$ cat config.mk
export PLATFORM = sky130hd
export DESIGN_NAME = pcf_i2c_target
export DESIGN_NICKNAME = d
export VERILOG_FILES = /design/src/rtl/pcf_i2c_pkg.sv /design/src/rtl/i2c_line_filter.sv /design/src/rtl/pcf_i2c_target.sv
export SDC_FILE = /design/constraint.sdc
export NUM_CORES = 1
export LEC_CHECK = 0
export ABC_AREA = 1
export BUFFER_PORTS_ARGS = -buffer_cell sky130_fd_sc_hd__buf_4
export CAP_MARGIN = 10
export CORE_MARGIN = 3
export CORE_UTILIZATION = 55
export CTS_CLUSTER_DIAMETER = 30
export DETAILED_ROUTE_END_ITERATION = 8
export PLACE_DENSITY = 0.87
export SLEW_MARGIN = 5
export SYNTH_ARGS = -nofsm -noshare
export SYNTH_HDL_FRONTEND = slang
export SYNTH_HIERARCHICAL = 1
export SYNTH_SLANG_ARGS = --single-unit
$ cat constraint.sdc
create_clock -name clk -period 1.95 [get_ports clk]
set_clock_uncertainty 0.1 [all_clocks]
set_input_delay 0.195 -clock clk [delete_from_list [all_inputs] [get_ports clk]]
set_output_delay 0.195 -clock clk [all_outputs]
set_load 0.1 [all_outputs]
$ cat src/rtl/pcf_i2c_pkg.sv
// Shared types and constants for the PCF8574-style I2C target.
package pcf_i2c_pkg;

    typedef enum logic [2:0] {
        ST_IDLE,
        ST_ADDR,
        ST_ADDR_ACK,
        ST_WR_DATA,
        ST_WR_ACK,
        ST_RD_DATA,
        ST_RD_ACK,
        ST_IGNORE
    } i2c_state_e;

    // PCF8574 pin roles on the HD44780 LCD backpack
    localparam int PCF_RS   = 0;
    localparam int PCF_RW   = 1;
    localparam int PCF_E    = 2;
    localparam int PCF_BL   = 3;
    localparam int PCF_D_HI = 7;
    localparam int PCF_D_LO = 4;

    localparam logic [6:0] PCF_DEF_ADDR = 7'h27;

endpackage

$ cat src/rtl/i2c_line_filter.sv
// Synchroniser, FILT_LEN-sample glitch filter and edge detector for one I2C line.
module i2c_line_filter #(
    parameter int FILT_LEN = 3
) (
    input  logic clk,
    input  logic rst,
    input  logic line_i,
    output logic line_f,
    output logic rise,
    output logic fall
);

    logic [1:0] sync_q;
    logic [2:0] cnt_q;

    // A level change is accepted only after FILT_LEN consecutive differing samples
    always_ff @(posedge clk or posedge rst) begin
        if (rst) begin
            sync_q <= 2'b11;
            cnt_q  <= '0;
            line_f <= 1'b1;
            rise   <= 1'b0;
            fall   <= 1'b0;
        end else begin
            sync_q <= {sync_q[0], line_i};
            rise   <= 1'b0;
            fall   <= 1'b0;
            if (sync_q[1] == line_f) begin
                cnt_q <= '0;
            end else if (cnt_q == 3'(FILT_LEN - 1)) begin
                cnt_q  <= '0;
                line_f <= sync_q[1];
                rise   <= sync_q[1];
                fall   <= ~sync_q[1];
            end else begin
                cnt_q <= cnt_q + 3'd1;
            end
        end
    end

endmodule

$ cat src/rtl/pcf_i2c_target.sv
// I2C target emulating a PCF8574 expander; optional HD44780 nibble decoder
// enabled by defining PCF_LCD_DECODE_EN.
module pcf_i2c_target
    import pcf_i2c_pkg::*;
#(
    parameter logic [6:0] DEV_ADDR = PCF_DEF_ADDR,
    parameter int         FILT_LEN = 3,
    parameter logic [7:0] PORT_RST = 8'hFF
) (
    input  logic       clk,
    input  logic       rst,
    input  logic       scl_i,
    input  logic       sda_i,
    output logic       sda_oe,
    input  logic [7:0] p_in,
    output logic [7:0] p_out,
    output logic       wr_stb,
    output logic       rd_stb,
    output logic       bus_active,
    input  logic       lcd_sync,
    output logic       lcd_valid,
    output logic [7:0] lcd_byte,
    output logic       lcd_rs
);

    logic scl_f, scl_rise, scl_fall;
    logic sda_f, sda_rise, sda_fall;

    i2c_line_filter #(.FILT_LEN(FILT_LEN)) u_scl_filt (
        .clk(clk), .rst(rst), .line_i(scl_i),
        .line_f(scl_f), .rise(scl_rise), .fall(scl_fall)
    );

    i2c_line_filter #(.FILT_LEN(FILT_LEN)) u_sda_filt (
        .clk(clk), .rst(rst), .line_i(sda_i),
        .line_f(sda_f), .rise(sda_rise), .fall(sda_fall)
    );

    i2c_state_e state_q, state_d;
    logic [7:0] shift_q;
    logic [3:0] bit_cnt_q;
    logic       mack_q;
    logic       start_det, stop_det, wr_commit;
    logic [7:0] wr_byte;

    assign start_det = sda_fall & scl_f;
    assign stop_det  = sda_rise & scl_f;
    assign wr_byte   = {shift_q[6:0], sda_f};

    always_ff @(posedge clk or posedge rst) begin
        if (rst) state_q <= ST_IDLE;
        else     state_q <= state_d;
    end

    always_comb begin
        state_d   = state_q;
        wr_commit = 1'b0;
        if (start_det) begin
            state_d = ST_ADDR;
        end else if (stop_det) begin
            state_d = ST_IDLE;
        end else begin
            case (state_q)
                ST_ADDR:
                    if (scl_fall && bit_cnt_q == 4'd8)
                        state_d = (shift_q[7:1] == DEV_ADDR) ? ST_ADDR_ACK : ST_IGNORE;
                ST_ADDR_ACK:
                    if (scl_fall) state_d = shift_q[0] ? ST_RD_DATA : ST_WR_DATA;
                ST_WR_DATA: begin
                    if (scl_rise && bit_cnt_q == 4'd7) wr_commit = 1'b1;
                    if (scl_fall && bit_cnt_q == 4'd8) state_d = ST_WR_ACK;
                end
                ST_WR_ACK:
                    if (scl_fall) state_d = ST_WR_DATA;
                ST_RD_DATA:
                    if (scl_fall && bit_cnt_q == 4'd8) state_d = ST_RD_ACK;
                ST_RD_ACK:
                    if (scl_fall) state_d = mack_q ? ST_IGNORE : ST_RD_DATA;
                default: ;
            endcase
        end
    end

    always_ff @(posedge clk or posedge rst) begin
        if (rst) begin
            shift_q    <= '0;
            bit_cnt_q  <= '0;
            mack_q     <= 1'b1;
            sda_oe     <= 1'b0;
            p_out      <= PORT_RST;
            wr_stb     <= 1'b0;
            rd_stb     <= 1'b0;
            bus_active <= 1'b0;
        end else begin
            wr_stb <= 1'b0;
            rd_stb <= 1'b0;
            if (start_det) begin
                bit_cnt_q  <= '0;
                sda_oe     <= 1'b0;
                bus_active <= 1'b1;
            end else if (stop_det) begin
                sda_oe     <= 1'b0;
                bus_active <= 1'b0;
            end else begin
                if (scl_rise) begin
                    case (state_q)
                        ST_ADDR, ST_WR_DATA: begin
                            shift_q   <= wr_byte;
                            bit_cnt_q <= bit_cnt_q + 4'd1;
                        end
                        ST_RD_DATA: bit_cnt_q <= bit_cnt_q + 4'd1;
                        ST_RD_ACK:  mack_q <= sda_f;
                        default: ;
                    endcase
                end
                if (wr_commit) begin
                    p_out  <= wr_byte;
                    wr_stb <= 1'b1;
                end
                // SDA only moves while SCL is low
                if (scl_fall) begin
                    case (state_q)
                        ST_ADDR:
                            if (bit_cnt_q == 4'd8) sda_oe <= (shift_q[7:1] == DEV_ADDR);
                        ST_WR_DATA:
                            if (bit_cnt_q == 4'd8) sda_oe <= 1'b1;
                        ST_WR_ACK: begin
                            sda_oe    <= 1'b0;
                            bit_cnt_q <= '0;
                        end
                        ST_ADDR_ACK, ST_RD_ACK: begin
                            bit_cnt_q <= '0;
                            if ((state_q == ST_ADDR_ACK) ? shift_q[0] : ~mack_q) begin
                                shift_q <= p_in;
                                sda_oe  <= ~p_in[7];
                                rd_stb  <= 1'b1;
                            end else begin
                                sda_oe <= 1'b0;
                            end
                        end
                        ST_RD_DATA:
                            if (bit_cnt_q == 4'd8) begin
                                sda_oe <= 1'b0;
                            end else begin
                                shift_q <= {shift_q[6:0], 1'b0};
                                sda_oe  <= ~shift_q[6];
                            end
                        default: ;
                    endcase
                end
            end
        end
    end

`ifdef PCF_LCD_DECODE_EN
    logic       lcd_phase_q;
    logic [3:0] lcd_hi_q;

    // A nibble is taken on each E falling edge of a write (RW low)
    always_ff @(posedge clk or posedge rst) begin
        if (rst) begin
            lcd_phase_q <= 1'b0;
            lcd_hi_q    <= '0;
            lcd_valid   <= 1'b0;
            lcd_byte    <= '0;
            lcd_rs      <= 1'b0;
        end else begin
            lcd_valid <= 1'b0;
            if (lcd_sync) begin
                lcd_phase_q <= 1'b0;
            end else if (wr_commit && p_out[PCF_E] && !wr_byte[PCF_E] && !wr_byte[PCF_RW]) begin
                if (!lcd_phase_q) begin
                    lcd_hi_q    <= wr_byte[PCF_D_HI:PCF_D_LO];
                    lcd_phase_q <= 1'b1;
                end else begin
                    lcd_byte    <= {lcd_hi_q, wr_byte[PCF_D_HI:PCF_D_LO]};
                    lcd_rs      <= wr_byte[PCF_RS];
                    lcd_valid   <= 1'b1;
                    lcd_phase_q <= 1'b0;
                end
            end
        end
    end
`else
    logic unused_lcd_sync;
    assign unused_lcd_sync = lcd_sync;
    assign lcd_valid = 1'b0;
    assign lcd_byte  = 8'h00;
    assign lcd_rs    = 1'b0;
`endif

endmodule
==> results.yml <==
run_status:
  status: "finished, final reports clean"
pwr:
  switchingPower_mw: 1.39
  vdd_drop_max_mv: 0.830
  cell_internal_pwr_mw: 1.80
  power_leakage_nw: 1.46
  swShare_pct: 43.7
  p_seq_share_pct: 41.1
  power_density_nw_per_um2: 1100
  clockPowerShare_pct: 18.5
  comb_power_share_pct: 40.5
sta:
  finalHoldViolCount: 0
  finalCriticalPeriod_ns: 1.77
  setup_viol: 0
  worst_hold_slack_ns: 0.0980
  drv_slew: 0
  rsz0062_at_grt: "false"
  setup_tns_ns: 0
  max_clock_freq_ghz: 0.566
  period_share_pct: 90.6
setup_path:
  cp-end-kind: "flop"
  worstPathRequired_ns: 2.07
  cp_max_fo: 8
  startpoint_type: "flop"
  arrival_ns: 1.89
  critPathKind: "flop to flop"
  r2r_start: "state_q[0]$_DFFE_PP0P_"
  r2r_slack_ns: 0.18
  r2r_end: "shift_q[4]$_DFFE_PP0P_"
  ff2ff_path_depth: 8
cells_and_area:
  fill_cells: 393
  drive_gt1_share_pct: 18.9
  nets: 405
  antenna_cells: 0
  fin_util_pct: 65.6
  area.growth.synth_to_final_pct: 12.1
routing:
  vias: 2325
  drc: 0
  routed_wl_um: 5540
  vias_per_cell: 5.25
  wire_per_inst_um: 12.5
  detail-route-antenna-nets: 0
  first_pass_iters: 5
  drtIter0Drc: 216
synthesis:
  synthCells: 359
  synth-main-ff-cell: "dfrtp_1"
  syn_avg_cell_area_um2: 7.24
  yosys.area.top_type: "dfrtp_1"
  ys_types: 30
  synth_area_leaders: "dfrtp_1 28%, dfstp_2 15%, nand2_1 14%"
  yosys-top-cells-count: "95 x nand2_1, 48 x nor2_1, 40 x inv_1"
  ys_seq_elements: 44
  yosysWarnings: 6
  ys_seq_area_share_pct: 43.1
  synth.most_common_cell: "nand2_1"
  synth.top_cell.area_share_pct: 27.9
  async_flop_share_pct: 100
  synth_edf_count: 0
  syn_area_um2: 2600
flow_run:
  cap_viol_max_count: 0
global_route:
  overflow: 0
  grt_max_degree: 29
  grt_antenna_before_repair: 0
  first_global_vias: 2013
  grt_use_total_pct: 21.4
  grt_pass1_wl_um: 9080
clock_network:
  cts_tree: "done"
  cts_buffers: 5
  cts_root_buf: "clkbuf_8"
  clock_latency_ns: 0.30
  post-cts-setup-buffers: 0
  path_clk_slew_ns: 0.08
  cts_hold_buffers: 3
  h-tree-depth: 2
  clockBufferDepth: 2
  cts_repair_resize_count: 0
  cts_sinks: 44
floorplanning:
  die_h_um: 74.7
  dieArea_um2: 5590
  num_rows: 24
  start_util_pct: 58.5
  die_w_um: 74.7
  core_area_um2: 4440
  ios: 35
worst_hold_path:
  hold_class: "input pin to flop"
  whs_path_depth: 3
  hold-path-endpoint: "shift_q[0]$_DFFE_PP0P_"
  hp-start: "p_in[0]"
place:
  place_congestion: 0.936
  io_buffers: 23
  dp_hpwl_um: 4040
[registers in the layout (all words and copies together) (netlist names)]
signal             cells
u_scl_filt/line_f      1
wr_stb                 1
u_scl_filt/cnt_q       3
p_out                  8
u_sda_filt/sync_q      2
u_sda_filt/rise        1
sda_oe                 1
u_sda_filt/line_f      1
u_sda_filt/fall        1
u_sda_filt/cnt_q       3
u_scl_filt/fall        1
bit_cnt_q              4
u_scl_filt/rise        1
u_scl_filt/sync_q      2
bus_active             1
rd_stb                 1
state_q                3
shift_q                8
mack_q                 1
[layout by cell type, fill, tap and decap left out, types with 3 or more instances in the layout]
cell           Yosys  routed
buf_4             11      31
clkbuf_8           0       6
nand2_1           95      95
dlygate4sd3_1      0       3
a21oi_1           20      20
dfstp_2           15      15
conb_1             1      10
nand3_1           38      38
dfrtp_1           29      29
nand3_2            5       5
nand2_2            5       5
o21ai_0           16      16
inv_1             40      40
inv_2              6       6
nand4_1            5       5
nor2_1            48      48
[final cells by class]
cell class	count	area, µm²	area share, %
Inverter	47	176	6.05
Multi-Input combinational cell	258	1200	41.0
Clock inverter	1	7.51	0.258
Timing Repair Buffer	34	263	9.02
Tap cell	52	65.1	2.23
Sequential cell	44	1120	38.4
Clock buffer	7	86.3	2.96
[per-stage QoR]
step	setup WS [ns]	std cells	power, mW	cell area (µm²)
3_3_place_gp	0.277	432	2.56	2790
4_1_cts	0.214	443	3.20	2910
2_1_floorplan	0.428	368	2.36	2630
6_report	0.183	443	3.19	2910
5_1_grt	0.0878	443	3.43	2910
3_5_place_dp	0.250	432	2.60	2790
[per-layer routing]
layer | track usage, % | up-vias | wire length (µm)
met5 | 0 | - | 0
met4 | 7.51 | 0 | 70
met3 | 4.41 | 10 | 421
met2 | 33.6 | 94 | 2600
met1 | 29.7 | 1048 | 2450
li1 | - | 1173 | -
[cell families (layout without fill, tap and decap cells)]
| family | after synthesis | in the layout | share of synthesized area (%) |
|---|---|---|---|
| compound gates | 43 | 43 | 9.29 |
| xor+xnor | 2 | 2 | 0.674 |
| fa+ha+maj | 2 | 2 | 0.963 |
| buf+inv | 66 | 89 | 12.2 |
| flops | 44 | 44 | 43.1 |
| other cells | 1 | 10 | 0.144 |
| simple gates | 201 | 201 | 33.7 |
[power groups by stage]
stage | Combinational (mW) | Clock (mW) | Sequential [mW]
floorplan | 0.959 | 0 | 1.41
global placement | 1.24 | 0 | 1.32
detailed placement | 1.27 | 0 | 1.32
CTS | 1.29 | 0.609 | 1.31
global route | 1.45 | 0.640 | 1.34
finish | 1.29 | 0.589 | 1.31
[how the worst max path moves through the flow]
stage	from	to	slack, ns	cells past startpoint
4_1_cts	state_q[0]$_DFFE_PP0P_	shift_q[4]$_DFFE_PP0P_	0.21	8
5_1_grt	state_q[0]$_DFFE_PP0P_	sda_oe$_DFFE_PP0P_	0.09	9
3_3_place_gp	bit_cnt_q[0]$_DFFE_PP0P_	sda_oe$_DFFE_PP0P_	0.28	8
3_5_place_dp	state_q[0]$_DFFE_PP0P_	shift_q[4]$_DFFE_PP0P_	0.25	8
2_1_floorplan	bit_cnt_q[0]$_DFFE_PP0P_	sda_oe$_DFFE_PP0P_	0.43	8
6_report	state_q[0]$_DFFE_PP0P_	shift_q[4]$_DFFE_PP0P_	0.18	8
[critical path: stages, from the launching register on]
cell and delay [ns]:
dfrtp_1 0.48, nor2_1 0.20, nand3_1 0.25, buf_4 0.25, nand3_1 0.06, nand3_1 0.08, nand2_1 0.06, nand2_1 0.04
a21oi_1 0.16
No activity file was read; power rests on OpenSTA's default activity.
